### config.mk
export PLATFORM = sky130hd
export DESIGN_NAME = rt_frame_packer
export DESIGN_NICKNAME = d
export VERILOG_FILES = /design/src/rtl/rt_frame_pkg.sv /design/src/rtl/rt_frame_fifo.sv /design/src/rtl/rt_frame_packer.sv
export SDC_FILE = /design/constraint.sdc
export NUM_CORES = 2
export LEC_CHECK = 0
export BUFFER_PORTS_ARGS = -buffer_cell sky130_fd_sc_hd__buf_2
export CORE_UTILIZATION = 60
export CTS_CLUSTER_DIAMETER = 150
export CTS_CLUSTER_SIZE = 24
export DETAILED_ROUTE_END_ITERATION = 6
export PLACE_DENSITY = 0.8
export SLEW_MARGIN = 30
export SYNTH_ARGS = -nofsm -noshare
export SYNTH_HDL_FRONTEND = slang
export SYNTH_SLANG_ARGS = --single-unit
### constraint.sdc
create_clock -name processing_clock -period 4.4 [get_ports processing_clock]
set_clock_uncertainty 0.15 [all_clocks]
set_input_delay 0.44 -clock processing_clock [delete_from_list [all_inputs] [get_ports processing_clock]]
set_output_delay 0.44 -clock processing_clock [all_outputs]
set_load 0.05 [all_outputs]
### src/rtl/rt_frame_pkg.sv
// rtl/rt_frame_pkg.sv - shared FSM states, status bits and trailer layout for rt_frame_packer
package rt_frame_pkg;

    typedef enum logic [1:0] {
        ST_IDLE    = 2'd0,
        ST_COLLECT = 2'd1,
        ST_TRAILER = 2'd2
    } state_e;

    localparam int STAT_LEN_ERR  = 0;
    localparam int STAT_SYNC_ERR = 1;
    localparam int STAT_OVERFLOW = 2;

    localparam int TRL_CNT_LSB  = 0;
    localparam int TRL_STAT_LSB = 8;
    localparam int TRL_SEQ_LSB  = 16;

    function automatic logic [31:0] pack_trailer(input logic [15:0] seq,
                                                 input logic [7:0]  status,
                                                 input logic [7:0]  cnt);
        logic [31:0] w;
        w = '0;
        w[TRL_SEQ_LSB +: 16] = seq;
        w[TRL_STAT_LSB +: 8] = status;
        w[TRL_CNT_LSB +: 8]  = cnt;
        return w;
    endfunction

endpackage

### src/rtl/rt_frame_fifo.sv
// rtl/rt_frame_fifo.sv - synchronous FIFO holding {last, data}; full is judged before a same-cycle read
module rt_frame_fifo #(
    parameter int DEPTH = 64,
    parameter int WIDTH = 33
) (
    input  logic             clk_i,
    input  logic             rst_n_i,
    input  logic             wr_en_i,
    input  logic [WIDTH-1:0] wr_data_i,
    input  logic             rd_en_i,
    output logic [WIDTH-1:0] rd_data_o,
    output logic             full_o,
    output logic             empty_o
);
    localparam int AW = $clog2(DEPTH);
    localparam logic [AW:0] FULL_CNT = (AW+1)'(DEPTH);

    logic [WIDTH-1:0] mem_q [DEPTH];
    logic [AW-1:0]    wr_ptr_q;
    logic [AW-1:0]    rd_ptr_q;
    logic [AW:0]      count_q;
    logic             do_wr;
    logic             do_rd;

    assign full_o  = (count_q == FULL_CNT);
    assign empty_o = (count_q == '0);
    assign do_wr   = wr_en_i && !full_o;
    assign do_rd   = rd_en_i && !empty_o;
    // Head word is gated so the output reads zero whenever nothing is presented.
    assign rd_data_o = empty_o ? '0 : mem_q[rd_ptr_q];

    always_ff @(posedge clk_i or negedge rst_n_i) begin
        if (!rst_n_i) begin
            wr_ptr_q <= '0;
            rd_ptr_q <= '0;
            count_q  <= '0;
        end else begin
            if (do_wr) wr_ptr_q <= wr_ptr_q + 1'b1;
            if (do_rd) rd_ptr_q <= rd_ptr_q + 1'b1;
            unique case ({do_wr, do_rd})
                2'b10:   count_q <= count_q + 1'b1;
                2'b01:   count_q <= count_q - 1'b1;
                default: count_q <= count_q;
            endcase
        end
    end

    always_ff @(posedge clk_i) begin
        if (do_wr) mem_q[wr_ptr_q] <= wr_data_i;
    end

endmodule

### src/rtl/rt_frame_packer.sv
// rtl/rt_frame_packer.sv - frames RT payload bursts with a status trailer into an output FIFO
// Define RT_FRAME_CHECKSUM_EN to emit an XOR checksum word ahead of each trailer.
module rt_frame_packer
    import rt_frame_pkg::*;
#(
    parameter int FRAME_WORDS = 43,
    parameter int FIFO_DEPTH  = 64
) (
    input  logic        processing_clock,
    input  logic        PCIe_trn_rst_n,
    input  logic        in_wr_en,
    input  logic [31:0] in_wr_data,
    output logic        out_valid,
    input  logic        out_ready,
    output logic [31:0] out_data,
    output logic        out_last,
    output logic [15:0] frame_count,
    output logic [15:0] err_len_count,
    output logic [15:0] err_sync_count,
    output logic        overflow
);
    state_e      state_q, state_d;
    logic [7:0]  word_cnt_q, word_cnt_d;
    logic [31:0] first_q, first_d;
    logic [31:0] last_q, last_d;
    logic        frame_ovf_q, frame_ovf_d;
    logic        pend_ovf_q, pend_ovf_d;
    logic        overflow_q, overflow_d;
    logic [15:0] frame_cnt_q, frame_cnt_d;
    logic [15:0] err_len_q, err_len_d;
    logic [15:0] err_sync_q, err_sync_d;
`ifdef RT_FRAME_CHECKSUM_EN
    logic [31:0] cks_q, cks_d;
    logic        cks_done_q, cks_done_d;
`endif

    logic        fifo_wr, fifo_full, fifo_empty, close;
    logic [32:0] fifo_wdata, fifo_rdata;
    logic        len_err, sync_err;
    logic [7:0]  status;

    assign len_err  = (int'(word_cnt_q) != FRAME_WORDS);
    assign sync_err = (first_q != last_q);

    always_comb begin
        status                = '0;
        status[STAT_LEN_ERR]  = len_err;
        status[STAT_SYNC_ERR] = sync_err;
        status[STAT_OVERFLOW] = frame_ovf_q;
    end

    always_ff @(posedge processing_clock or negedge PCIe_trn_rst_n) begin
        if (!PCIe_trn_rst_n) begin
            state_q     <= ST_IDLE;
            word_cnt_q  <= '0;
            first_q     <= '0;
            last_q      <= '0;
            frame_ovf_q <= 1'b0;
            pend_ovf_q  <= 1'b0;
            overflow_q  <= 1'b0;
            frame_cnt_q <= '0;
            err_len_q   <= '0;
            err_sync_q  <= '0;
`ifdef RT_FRAME_CHECKSUM_EN
            cks_q       <= '0;
            cks_done_q  <= 1'b0;
`endif
        end else begin
            state_q     <= state_d;
            word_cnt_q  <= word_cnt_d;
            first_q     <= first_d;
            last_q      <= last_d;
            frame_ovf_q <= frame_ovf_d;
            pend_ovf_q  <= pend_ovf_d;
            overflow_q  <= overflow_d;
            frame_cnt_q <= frame_cnt_d;
            err_len_q   <= err_len_d;
            err_sync_q  <= err_sync_d;
`ifdef RT_FRAME_CHECKSUM_EN
            cks_q       <= cks_d;
            cks_done_q  <= cks_done_d;
`endif
        end
    end

    always_comb begin
        state_d     = state_q;
        word_cnt_d  = word_cnt_q;
        first_d     = first_q;
        last_d      = last_q;
        frame_ovf_d = frame_ovf_q;
        pend_ovf_d  = pend_ovf_q;
        overflow_d  = overflow_q;
        frame_cnt_d = frame_cnt_q;
        err_len_d   = err_len_q;
        err_sync_d  = err_sync_q;
`ifdef RT_FRAME_CHECKSUM_EN
        cks_d       = cks_q;
        cks_done_d  = cks_done_q;
`endif
        fifo_wr     = 1'b0;
        fifo_wdata  = '0;
        close       = 1'b0;

        unique case (state_q)
            ST_IDLE: if (in_wr_en) begin
                state_d     = ST_COLLECT;
                first_d     = in_wr_data;
                word_cnt_d  = '0;
                frame_ovf_d = pend_ovf_q;
                pend_ovf_d  = 1'b0;
`ifdef RT_FRAME_CHECKSUM_EN
                cks_d       = '0;
`endif
            end
            ST_COLLECT: if (!in_wr_en) state_d = ST_TRAILER;
            ST_TRAILER: begin
                // Words landing here belong to no open frame; charge them to the next one.
                if (in_wr_en) begin
                    pend_ovf_d = 1'b1;
                    overflow_d = 1'b1;
                end
                if (!fifo_full) begin
`ifdef RT_FRAME_CHECKSUM_EN
                    if (!cks_done_q) begin
                        fifo_wr    = 1'b1;
                        fifo_wdata = {1'b0, cks_q};
                        cks_done_d = 1'b1;
                    end else begin
                        close      = 1'b1;
                        cks_done_d = 1'b0;
                    end
`else
                    close = 1'b1;
`endif
                end
            end
            default: state_d = ST_IDLE;
        endcase

        if (in_wr_en && state_q != ST_TRAILER) begin
            last_d = in_wr_data;
            if (fifo_full) begin
                frame_ovf_d = 1'b1;
                overflow_d  = 1'b1;
            end else begin
                fifo_wr    = 1'b1;
                fifo_wdata = {1'b0, in_wr_data};
                if (word_cnt_d != 8'hFF) word_cnt_d = word_cnt_d + 8'd1;
`ifdef RT_FRAME_CHECKSUM_EN
                cks_d = cks_d ^ in_wr_data;
`endif
            end
        end

        if (close) begin
            fifo_wr     = 1'b1;
            fifo_wdata  = {1'b1, pack_trailer(frame_cnt_q, status, word_cnt_q)};
            frame_cnt_d = frame_cnt_q + 16'd1;
            err_len_d   = err_len_q + {15'd0, len_err};
            err_sync_d  = err_sync_q + {15'd0, sync_err};
            state_d     = ST_IDLE;
        end
    end

    rt_frame_fifo #(
        .DEPTH (FIFO_DEPTH),
        .WIDTH (33)
    ) u_fifo (
        .clk_i     (processing_clock),
        .rst_n_i   (PCIe_trn_rst_n),
        .wr_en_i   (fifo_wr),
        .wr_data_i (fifo_wdata),
        .rd_en_i   (out_ready),
        .rd_data_o (fifo_rdata),
        .full_o    (fifo_full),
        .empty_o   (fifo_empty)
    );

    assign out_valid      = !fifo_empty;
    assign out_data       = fifo_rdata[31:0];
    assign out_last       = fifo_rdata[32];
    assign frame_count    = frame_cnt_q;
    assign err_len_count  = err_len_q;
    assign err_sync_count = err_sync_q;
    assign overflow       = overflow_q;

endmodule

==> flow_metrics.env <==
export IMPL_outcome="complete, but fails checks"
export IMPL_violations="setup timing"
export IMPL_power_mw=57.0
export IMPL_die_height_um=385
export IMPL_rsz0062_at_grt="yes"
export IMPL_ys_flop_type="edfxtp_1"
export IMPL_wl_mm=229
export IMPL_syn_num_nets=4443
export IMPL_min_path_type="input pin to asynchronous set/reset pin"
export IMPL_worstMarginPinSlew_ns=0.993
export IMPL_cts_tree="built"
export IMPL_synthArstFlopShare=0.0638
export IMPL_syn_area_um2=87800
export IMPL_antenna_found_initial=11
export IMPL_finalCritPeriodShare=1.01
export IMPL_drtPass1Iterations=6
export IMPL_max_freq_ghz=0.224
export IMPL_dieWidth_um=385
export IMPL_routedWlPerCell_um=34.6
export IMPL_rows=139
export IMPL_fin_util=0.666
export IMPL_grt_max_degree=81
export IMPL_drive_above_1_share=0.236
export IMPL_clockBufferDepth=3
export IMPL_htreeDepth=3
export IMPL_drt_iter0_drc=7062
export IMPL_dpl_worst_slack_ns=0.431
export IMPL_clockRootBuffer="clkbuf_16"
export IMPL_layout_min_cycle_time_ns=4.46
export IMPL_multiInputGateArea_um2=20100
export IMPL_path_class="flip-flop to output port"
export IMPL_cts_buffers=103
export IMPL_nFillCells=8907
export IMPL_worstRegToRegCells=13
export IMPL_yosys_top_cells_area="edfxtp_1 (72%), mux4_2 (12%), dfrtp_1 (4.1%), mux2i_1 (2.5%), nand2_1 (1.7%)"
export IMPL_start_util=0.608
export IMPL_boundaryPins=119
export IMPL_place_hpwl_mm=134
export IMPL_die_area_um2=148000
export IMPL_r2r_end="u_fifo.count_q[4]"
export IMPL_cp_arrival_ns=3.87
export IMPL_via_per_inst=7.06
export IMPL_crit_path_start_kind="flip-flop"
export IMPL_synth_seq_cells=2256
export IMPL_placed_cells=6420
export IMPL_synth_top_area_share=0.722
export IMPL_reg2reg_slack_ns=0.54
export IMPL_num_nets_final=4711
export IMPL_fp_coreArea_um2=144000
export IMPL_synth_warnings=0
export IMPL_yosysTopAreaCell="edfxtp_1"
export IMPL_max_cap_violations=0
export IMPL_syn2layout_area_growth_pct=9.51
export IMPL_grt_usage=0.312
export IMPL_syn_area_per_cell_um2=20.0
export IMPL_p_leak_nw=31.6
export IMPL_instances_no_fill=6611
export IMPL_port_buffers=118
export IMPL_yosysSeqAreaShare=0.763
export IMPL_clk_latency_ns=0.78
export IMPL_drcViolationCount=0
export IMPL_yosys_top_cells_count="edfxtp_1 (2112), mux4_2 (450), nand2_1 (406)"
export IMPL_slew_headroom=0.336
export IMPL_hold_viol=0
export IMPL_gp_congestion=0.845
export IMPL_grt_pass1_wl_mm=325
export IMPL_regArea_um2=67000
export IMPL_path_clk_slew_ns=0.10
export IMPL_yosysMostFrequentCell="edfxtp_1"
export IMPL_timing_final_ws_setup_ns=-0.0583
export IMPL_crit_path_end_kind="output port"
export IMPL_ir_drop_mv=0.505
export IMPL_postRouteAntennaNets=0
export IMPL_power_density_nw_per_um2=593
export IMPL_yosysUniqueCellTypes=70
export IMPL_clock_sinks=2256
export IMPL_syn_inst=4396
export IMPL_setup_viol=2
export IMPL_grt_pass1_vias=45900
export IMPL_crit_reg2reg_launch="u_fifo.count_q[3]"
export IMPL_path_max_fanout=26
export IMPL_vias=46700
export IMPL_cp_data_required_time_ns=3.81
export IMPL_synth_edf_count=2112
export IMPL_final_max_slew_viol_count=0
export IMPL_overflow=0
-- worst max path at each step --
stage	startpoint	endpoint	slack, ns
5_1_grt	u_fifo.rd_ptr_q[2]	out_data[5]	-0.02
4_1_cts	u_fifo.rd_ptr_q[0]	out_data[17]	-0.002
2_1_floorplan	u_fifo.count_q[2]	u_fifo.mem_q[0][31]	0.80
3_5_place_dp	u_fifo.rd_ptr_q[1]	out_data[6]	0.43
3_3_place_gp	u_fifo.rd_ptr_q[1]	out_data[6]	0.38
6_report	u_fifo.rd_ptr_q[0]	out_data[27]	-0.06
-- power breakdown --
| part | internal (mW) | total, mW | switching, mW |
|---|---|---|---|
| sequential | 24.7 | 25.5 | 0.733 |
| clock | 4.41 | 10.7 | 6.28 |
| combinational | 8.01 | 20.8 | 12.8 |
-- cells in the final DEF, fill, tap and decap left out, types with 60 or more instances in the layout --
| cell | count |
|---|---|
| dfrtp_1 | 139 |
| buf_4 | 203 |
| nand3_1 | 78 |
| clkbuf_16 | 106 |
| nor2_4 | 65 |
| mux2i_1 | 215 |
| buf_2 | 106 |
| nand2_1 | 405 |
| mux4_2 | 450 |
| buf_12 | 60 |
| edfxtp_1 | 2112 |
| xnor2_1 | 79 |
| o22ai_1 | 84 |
| a21oi_1 | 74 |
-- kinds of logic after synthesis --
kind of cell	Yosys count	share of synthesized area
simple gates	689	0.0343
compound gates	379	0.0306
mux	703	0.145
fa+ha+maj	11	0.00157
flops	2256	0.763
xor+xnor	96	0.00958
buf+inv	262	0.0156
-- state kept, by name (all words and copies together) (netlist names) --
name and cells:
u_fifo.mem_q 2112, first_q 32, last_q 32, err_len_count 16
err_sync_count 16, frame_count 16, word_cnt_q 8, u_fifo.count_q 7
u_fifo.rd_ptr_q 6, u_fifo.wr_ptr_q 6, state_q 2, frame_ovf_q 1
overflow 1, pend_ovf_q 1
-- metal layers --
metal | vias to the layer above | wire, um | GRT usage
li1 | 18300 | - | -
met3 | 557 | 27700 | 0.0601
met2 | 3617 | 112000 | 0.507
met5 | - | 129 | 0
met4 | 16 | 9810 | 0.120
met1 | 24200 | 79300 | 0.423
-- metrics by stage --
step | hold slack (ns) | TNS, ns | instance area (um2)
final | 0.129 | -0.0916 | 96100
after global routing | 0.180 | -0.0406 | 96100
after CTS | 0.104 | -0.00171 | 96000
after detailed placement | 0.302 | 0 | 92800
after global placement | 0.295 | 0 | 92700
after floorplan | -0.00559 | 0 | 87800
-- area by class of cell --
type | count | share of cell area
Antenna cell | 1 | 0.0000260
Clock buffer | 145 | 0.0289
Clock inverter | 3 | 0.000390
Inverter | 14 | 0.000612
Multi-Input combinational cell | 1878 | 0.209
Sequential cell | 2256 | 0.697
Tap cell | 1903 | 0.0248
Timing Repair Buffer | 411 | 0.0389
-- worst max-delay path, stage by stage, from the launching register on --
cell,delay [ns]
dfrtp_4,0.46
buf_4,0.21
buf_4,0.17
buf_12,0.22
mux4_2,0.54
mux2i_1,0.34
o2111ai_1,0.26
o21ai_1,0.31
o22ai_1,0.30
buf_2,0.29
-- what timing repair did --
action / 4_1_cts / 5_1_grt
gates cloned: 0 / 1
hold endpoints to repair: 146 / 0
setup endpoints to repair: 26 / 13
setup buffers: 7 / 0
hold buffers: 34 / 0
resized for setup: 13 / 16
(Power assumes the default switching activity.)
